### config.mk
export PLATFORM = sky130hd
export DESIGN_NAME = seg_scan_driver
export DESIGN_NICKNAME = d
export VERILOG_FILES = /design/src/rtl/seg_scan_pkg.sv /design/src/rtl/seg_scan_driver_scan_timer.sv /design/src/rtl/seg_scan_driver.sv
export SDC_FILE = /design/constraint.sdc
export NUM_CORES = 1
export LEC_CHECK = 0
export CORE_UTILIZATION = 45
export CTS_CLUSTER_SIZE = 12
export DETAILED_ROUTE_END_ITERATION = 6
export DONT_BUFFER_PORTS = 1
export HOLD_SLACK_MARGIN = 0.03
export PLACE_DENSITY = 0.7
export SLEW_MARGIN = 10
export SYNTH_ARGS = -nofsm -noshare
export SYNTH_HDL_FRONTEND = slang
export SYNTH_HIERARCHICAL = 1
export SYNTH_SLANG_ARGS = --single-unit
### constraint.sdc
create_clock -name clk -period 2 [get_ports clk]
set_input_delay 0.2 -clock clk [delete_from_list [all_inputs] [get_ports clk]]
set_output_delay 0.2 -clock clk [all_outputs]
set_load 0.005 [all_outputs]
### src/rtl/seg_scan_pkg.sv
// Shared constants and types for the multiplexed seven-segment scan driver.
package seg_scan_pkg;

  localparam logic [6:0] SEG_OFF    = 7'h7F;
  localparam logic [3:0] AN_OFF     = 4'b1111;
  localparam int         NUM_DIGITS = 4;

  typedef logic [1:0] digit_idx_t;

  // Active-low one-hot anode pattern selecting a single digit.
  function automatic logic [3:0] an_onehot_n(input digit_idx_t i);
    return ~(4'b0001 << i);
  endfunction

endpackage

### src/rtl/seg_scan_driver_scan_timer.sv
// Slot timer: walks cnt through each digit slot and idx across the four digits.
module scan_timer
  import seg_scan_pkg::*;
#(
  parameter int SCAN_DIV     = 16,
  parameter int BLANK_CYCLES = 4
) (
  input  logic       clk,
  input  logic       rst_n,
  input  logic       enable,
  output digit_idx_t idx,
  output logic       slot_start,
  output logic       blank,
  output logic       frame_end
);

  localparam int CNT_W = (SCAN_DIV > 1) ? $clog2(SCAN_DIV) : 1;

  logic [CNT_W-1:0] cnt;
  logic             last;

  assign last = (cnt == CNT_W'(SCAN_DIV - 1));

  // Disabling parks the scan at the start so re-enabling always opens with a full blank.
  always_ff @(posedge clk) begin
    if (!rst_n || !enable) begin
      cnt <= '0;
      idx <= '0;
    end else if (last) begin
      cnt <= '0;
      idx <= idx + 2'd1;
    end else begin
      cnt <= cnt + 1'b1;
    end
  end

  assign slot_start = (cnt == '0);
  assign blank      = (cnt < CNT_W'(BLANK_CYCLES));
  assign frame_end  = last && (idx == 2'd3);

endmodule

### src/rtl/seg_scan_driver.sv
// Four-digit multiplexed seven-segment driver with anti-ghost blanking and per-digit blink.
module seg_scan_driver
  import seg_scan_pkg::*;
#(
  parameter int SCAN_DIV     = 16,
  parameter int BLANK_CYCLES = 4
) (
  input  logic       clk,
  input  logic       rst_n,
  input  logic       enable,
  input  logic [6:0] dig0,
  input  logic [6:0] dig1,
  input  logic [6:0] dig2,
  input  logic [6:0] dig3,
  input  logic [3:0] blink_mask,
  input  logic       blink_tick,
  output logic [6:0] seg_n,
  output logic [3:0] an_n,
  output logic       frame_done
);

  digit_idx_t idx;
  logic       slot_start;
  logic       blank;
  logic       frame_end;
  logic       ph;
  logic [6:0] cur;
  logic [6:0] dig_p0 [NUM_DIGITS];
  logic [3:0] an_p0;
  logic [6:0] seg_p0;

  scan_timer #(
    .SCAN_DIV     (SCAN_DIV),
    .BLANK_CYCLES (BLANK_CYCLES)
  ) u_timer (
    .clk        (clk),
    .rst_n      (rst_n),
    .enable     (enable),
    .idx        (idx),
    .slot_start (slot_start),
    .blank      (blank),
    .frame_end  (frame_end)
  );

  assign dig_p0[0] = dig0;
  assign dig_p0[1] = dig1;
  assign dig_p0[2] = dig2;
  assign dig_p0[3] = dig3;

  // Stage p0: decode current slot state into next anode/segment values.
  always_comb begin
    an_p0  = AN_OFF;
    seg_p0 = SEG_OFF;
    if (enable && !blank) begin
      an_p0 = an_onehot_n(idx);
      if (!(ph && blink_mask[idx]))
        seg_p0 = ~cur;
    end
  end

  // Stage p1: registered outputs; cur is captured once per slot so mid-slot edits wait a frame.
  always_ff @(posedge clk) begin
    if (!rst_n) begin
      ph         <= 1'b0;
      cur        <= 7'h00;
      an_n       <= AN_OFF;
      seg_n      <= SEG_OFF;
      frame_done <= 1'b0;
    end else begin
      ph         <= ph ^ blink_tick;
      if (enable && slot_start)
        cur <= dig_p0[idx];
      an_n       <= an_p0;
      seg_n      <= seg_p0;
      frame_done <= enable && frame_end;
    end
  end

endmodule

==> out/qor.yml, run 1 <==
path_max_fanout: 9
cap_violations: 0
area_growth_pct: 11.1
antenna_cells: 0
syn_inst: 104
tns_ns: 0
worst_pin_slew_ns: 0.368
layout.nets: 150
cts_setup_buffers: 0
cts_buffers: 3
drtIter0Drc: 23
drv_slew: 0
path_class: "reg -> reg"
drcViolationCount: 0
synth-compound-area-share: 0.0863
synth_xor_area_frac: 0.0245
final_common_cell: "dfxtp_1"
htreeDepth: 1
rows: 17
cp-end-kind: "flip-flop"
synth-main-ff-cell: "dfxtp_1"
first_pass_iters: 5
routed_wl_mm: 2.40
vdd.ir_drop.worst_v: 0.000358
die_x_um: 50.8
place.gp.congestion: 0.717
numPortBuffers: 0
cp_data_arrival_time_ns: 1.81
hold_viol_final: 0
place_inst: 130
synth_area_leader_cell: "dfxtp_1"
path_clk_slew_ns: 0.15
fmax_mhz: 627
first_global_vias: 735
synth_top_area_frac: 0.485
synth_top_family_by_area: "simple AND/OR/NAND/NOR gates"
status: "finished, final reports clean"
die_h_um: 50.8
antenna_found_initial: 0
p_leak_nw: 0.405
synth_cell_types: 27
hpwl_mm: 1.72
clk_path_buf_depth: 2
clkSinkCount: 26
async_reset_ff_frac: 0
syn_nets: 143
coreArea_um2: 2230
setup_viol_count_final: 0
final_cell_mix: "dfxtp_1 (26), mux2i_1 (15), nand2_1 (11), nand3_1 (9)"
reg2reg_setup_slack_ns: 0.41
ys_ff_latch: 26
root_buffer: "clkbuf_4"
cp.required_ns: 2.22
finalCritPeriodShare: 0.797
detail-route-antenna-nets: 0
slew_headroom: 0.754
synthAdderAreaFrac: 0.0350
worst_setup_path_start_kind: "flip-flop"
grt_overflow: 0
nFillCells: 225
initial_core_util: 0.480
yosys-top-cells-area: "dfxtp_1 (49%), mux2i_1 (14%), o221ai_1 (5.7%), nand3_1 (4.2%), nand2_1 (3.9%)"
rsz0062_at_grt: "no"
final-seq-area_um2: 520
globalRouteTotalUtil: 0.188
yosys.area_share.simple: 0.179
drive_gt1_frac: 0.0727
vias_per_cell: 5.79
ios: 48
stdcell_count: 138
fin_worst_skew_ns: 0.00520
fp.dieArea_um2: 2580
ys_warn_count: 6
multi_input_area_um2: 520
synth_area_per_cell_um2: 10.3
via_count: 799
ys_seq_area_frac: 0.485
insertion_delay_ns: 0.32
post_drt_wl_per_cell_um: 17.4
mappedNetlistArea_um2: 1070
period_minus_slack_ns: 1.59
grt_pass1_wl_mm: 3.55
synth_mux_area_frac: 0.161
p_per_area_nw_per_um2: 797
cts_tree: "yes"
synth_edf_count: 0
grt_max_degree: 21
hp-class: "in -> reg"
[metrics by stage]
stage / power, W / util / hold slack (ns) / setup slack (ns) / area (µm²)
floorplan: 0.000585 / - / 0.346 / 0.611 / 1070
global placement: 0.000590 / 0.492 / 0.326 / 0.533 / 1100
detailed placement: 0.000593 / 0.492 / 0.328 / 0.436 / 1100
CTS: 0.000954 / 0.524 / 0.0303 / 0.431 / 1170
global route: 0.000977 / 0.533 / 0.0399 / 0.342 / 1190
finish: 0.000950 / 0.533 / 0.0358 / 0.405 / 1190
[worst paths after layout]
kind	start	depth (start not counted)	end
setup / recovery	u_timer/idx[0]	3	seg_n[0]
hold / removal	rst_n	2	cur[6]
setup reg to reg	u_timer/idx[0]	3	seg_n[0]
hold reg to reg	cur[4]	1	seg_n[4]
[state kept, by name, indices dropped and copies added (netlist names)]
signal       cells
cur              7
u_timer/idx      2
ph               1
frame_done       1
u_timer/cnt      4
an_n             4
seg_n            7
[report_power, final]
| part | total [W] | internal, W | switching [W] |
|---|---|---|---|
| clock network | 0.000360 | 0.000202 | 0.000158 |
| logic | 0.0000479 | 0.0000245 | 0.0000234 |
| registers | 0.000541 | 0.000532 | 0.00000951 |
[synthesized netlist by cell type (2+ instances only)]
library cell,n
a21oi_1,2
ha_1,3
and2_1,2
nor2_1,7
xor2_1,2
dfxtp_1,26
inv_1,3
nand3b_1,2
nand2_1,11
mux2i_1,15
nand3_1,9
o221ai_1,7
[critical path, stage by stage (launching register included)]
cell	delay, ns
dfxtp_1	0.54
mux4_2	0.60
a21oi_4	0.27
nand2_1	0.09
[layout make-up]
class / instances / share of cell area
multi-input cells: 71 / 0.437
inverters: 4 / 0.0126
flip-flops and latches: 26 / 0.437
repair buffers: 5 / 0.0399
well taps: 28 / 0.0294
clock buffers: 3 / 0.0189
clock inverters: 1 / 0.0252
[layer usage]
metal	wire (µm)	up-vias	global-route usage
li1	-	390	-
met1	1030	385	0.245
met2	1250	22	0.313
met3	105	2	0.0387
met4	10	0	0.0556
met5	0	-	0
[cells by family (layout without fill, tap and decap cells)]
| logic type | after synthesis | in the layout |
|---|---|---|
| and+or+nand+nor | 38 | 38 |
| DFF | 26 | 26 |
| muxes | 16 | 16 |
| AOI/OAI and AO/OA | 11 | 11 |
| buffers and inverters | 7 | 13 |
| adders and majority gates | 3 | 3 |
| xor gates and xnor gates | 3 | 3 |
[repair_timing]
action	4_1_cts	5_1_grt
endpoints found under the hold margin	6	2
resized for setup	0	0
hold buffers	2	2
(Power assumes the default switching activity.)
==> run 2, diff against run 1 <==
Settings changed: ABC_AREA set to 1.
Clock period 2 ns to 1.6 ns, I/O delays scaled along.
==> run 2 against run 1 <==
Compared with the run above:
- worst hold slack gained 0.0062 ns
- maximum frequency grew 12%
- final area rose by 5.4%
- largest cell class is now multi-input combinational cells
- critical endpoint is now cur[3]
- global-route usage increased by 0.40 points
- non-clock buffer count did not move
- clock power grew 27%
==> out/qor.yml, run 2 <==
status: "finished, final reports clean"
post-synth-top-count-cell: "nand2_1"
ys_top_cells_by_count: "nand2_1 (56), dfxtp_1 (26), nor2_1 (23), nand3_1 (15), inv_1 (8)"
rsz0062_at_grt: "no"
layout.nets: 206  # +37%
ys_seq_area_frac: 0.454  # -0.0318
tns_ns: 0  # unchanged
ios: 48  # unchanged
hpwl_mm: 1.83  # +6.2%
finalCritPeriodShare: 0.889  # +0.0919
post_drt_wl_per_cell_um: 12.8  # -27%
synth_area_per_cell_um2: 7.17  # -30%
grt_pass1_wl_mm: 3.78  # +6.6%
fin_worst_skew_ns: 0.00422  # -0.000979 ns
worst_pin_slew_ns: 0.444  # +0.0759 ns
synth_cell_types: 19  # -30%
final_cell_mix: "nand2_1 (56), dfxtp_1 (26), nor2_1 (23), nand3_1 (15), inv_1 (8)"
antenna_found_initial: 0  # unchanged
drcViolationCount: 0  # unchanged
slew_headroom: 0.703  # -0.0503
place_inst: 186  # +43%
vias_per_cell: 5.19  # -10%
die_h_um: 52.5  # +3.3%
p_per_area_nw_per_um2: 968  # +21%
mappedNetlistArea_um2: 1150  # +7.0%
fp.dieArea_um2: 2760  # +6.7%
worst_setup_path_start_kind: "flip-flop"
synth-main-ff-cell: "dfxtp_1"
place.gp.congestion: 0.762  # +6.4%
reg_top3: "cur (7), seg_n (7)"
path_max_fanout: 14  # +5
path_clk_slew_ns: 0.14  # about the same
final_common_cell: "nand2_1"
async_reset_ff_frac: 0  # unchanged
grt.busiest_layer: "met2"
drv_slew: 0  # unchanged
cts_resized: 0  # unchanged
nFillCells: 237  # +5.3%
syn_inst: 160  # +54%
grt_use_met3: 0.0319  # -0.00681
cp.required_ns: 1.85  # -0.37 ns
cts_hold_buf: 4  # +2
synth_top_area_frac: 0.454  # -0.0318
insertion_delay_ns: 0.33  # about the same
coreArea_um2: 2300  # +2.9%
vdd.ir_drop.worst_v: 0.000487  # +36%
grt_use_met2: 0.314  # +0.00101
first_pass_iters: 4  # -1
rows: 17  # unchanged
hp-class: "in -> reg"
cp_cell_sequence: "inv_1 -> ha_1 -> nor3b_1 -> nand2_1 -> inv_2 -> nand2_1 -> nor2_1 -> nor2_1"
cts_buffers: 3  # unchanged
syn_nets: 199  # +39%
antenna_cells: 0  # unchanged
area_growth_pct: 9.38
cp-end-kind: "flip-flop"
setup_viol_count_final: 0  # unchanged
yosys-top-cells-area: "dfxtp_1 (45%), nand2_1 (18%), nor2_1 (7.5%), nand3_1 (6.5%), ha_1 (3.3%)"
root_buffer: "clkbuf_4"
htreeDepth: 1  # unchanged
hold_viol_final: 0  # unchanged
stdcell_count: 194  # +41%
drtIter0Drc: 32  # +39%
cp_data_arrival_time_ns: 1.67  # -0.14 ns
globalRouteTotalUtil: 0.192  # +0.00401
first_global_vias: 895  # +22%
via_count: 1006  # +26%
numPortBuffers: 0  # unchanged
fmax_mhz: 703  # +12%
period_minus_slack_ns: 1.42  # -0.172 ns
initial_core_util: 0.499  # +0.0193
synth_edf_count: 0  # unchanged
grt_max_degree: 16  # -24%
grt_use_met1: 0.243  # -0.00245
path_class: "reg -> reg"
cts_setup_buffers: 0  # unchanged
routed_wl_mm: 2.48  # +3.1%
ys_ff_latch: 26  # unchanged
clk_path_buf_depth: 2  # unchanged
cts_tree: "yes"
grt_overflow: 0  # unchanged
die_x_um: 52.5  # +3.3%
slowest_stage: "dfxtp_1"
drive_gt1_frac: 0.0964  # +0.0237
p_leak_nw: 0.514  # +27%
max_stage_delay_ns: 0.37  # -0.23 ns
synth_area_leader_cell: "dfxtp_1"
detail-route-antenna-nets: 0  # unchanged
ys_warn_count: 6  # unchanged
clkSinkCount: 26  # unchanged
cap_violations: 0  # unchanged
[run 2: critical path, delay by kind of cell, from the launching register on]
kind	cells	cell delay, ns
buf+inv	2	0.26
simple gates	5	0.55
fa+ha+maj	1	0.15
flops	1	0.37
[run 2: metrics by stage]
| stage | power, W | hold slack [ns] | cell area [µm²] | util | worst slack [ns] |
|---|---|---|---|---|---|
| after global placement | 0.000752 | 0.284 | 1160 | 0.506 | 0.327 |
| after CTS | 0.00121 | 0.0408 | 1250 | 0.546 | 0.196 |
| after detailed placement | 0.000757 | 0.287 | 1160 | 0.506 | 0.227 |
| final | 0.00121 | 0.0420 | 1250 | 0.546 | 0.177 |
| after global routing | 0.00126 | 0.0515 | 1250 | 0.546 | 0.0187 |
| after floorplan | 0.000746 | 0.280 | 1150 | - | 0.355 |
[run 2: path summary, 6_finish.rpt]
check / start / end / slack, ns / cells after the start
setup / recovery: u_timer/cnt[0] / cur[3] / 0.18 / 8
hold / removal: dig0[6] / cur[6] / 0.04 / 4
setup reg to reg: u_timer/cnt[0] / cur[3] / 0.18 / 8
hold reg to reg: cur[5] / seg_n[5] / 0.43 / 1
[run 2: area by class of cell]
| class | count | area [µm²] | area share |
|---|---|---|---|
| Inverter | 12 | 47.5 | 0.0379 |
| Clock inverter | 1 | 30.0 | 0.0239 |
| Sequential cell | 26 | 520 | 0.415 |
| Tap cell | 28 | 35.0 | 0.0279 |
| Multi-Input combinational cell | 119 | 552 | 0.440 |
| Clock buffer | 3 | 22.5 | 0.0179 |
| Timing Repair Buffer | 5 | 47.5 | 0.0379 |
[run 2: logic make-up (layout without fill, tap and decap cells)]
logic type                 Yosys count  in the layout  share of synthesized area
buffers and inverters               15             21                     0.0654
and+or+nand+nor                    105            105                      0.397
AOI/OAI and AO/OA                   10             10                     0.0436
DFF                                 26             26                      0.454
xor gates and xnor gates             1              1                    0.00763
adders and majority gates            3              3                     0.0327
[run 2: metal layers]
layer  vias up  share of wire
met5         -              0
met4         0          0.024
met3         7          0.065
met2        42           0.47
met1       439           0.44
li1        518              -
[run 2: report_power, final]
group	switching (W)	total [W]	leakage, nW	internal, W
Clock	0.000206	0.000459	0.0279	0.000254
Sequential	0.0000130	0.000680	0.212	0.000667
Combinational	0.0000425	0.0000748	0.274	0.0000323
Total	0.000261	0.00121	0.514	0.000953
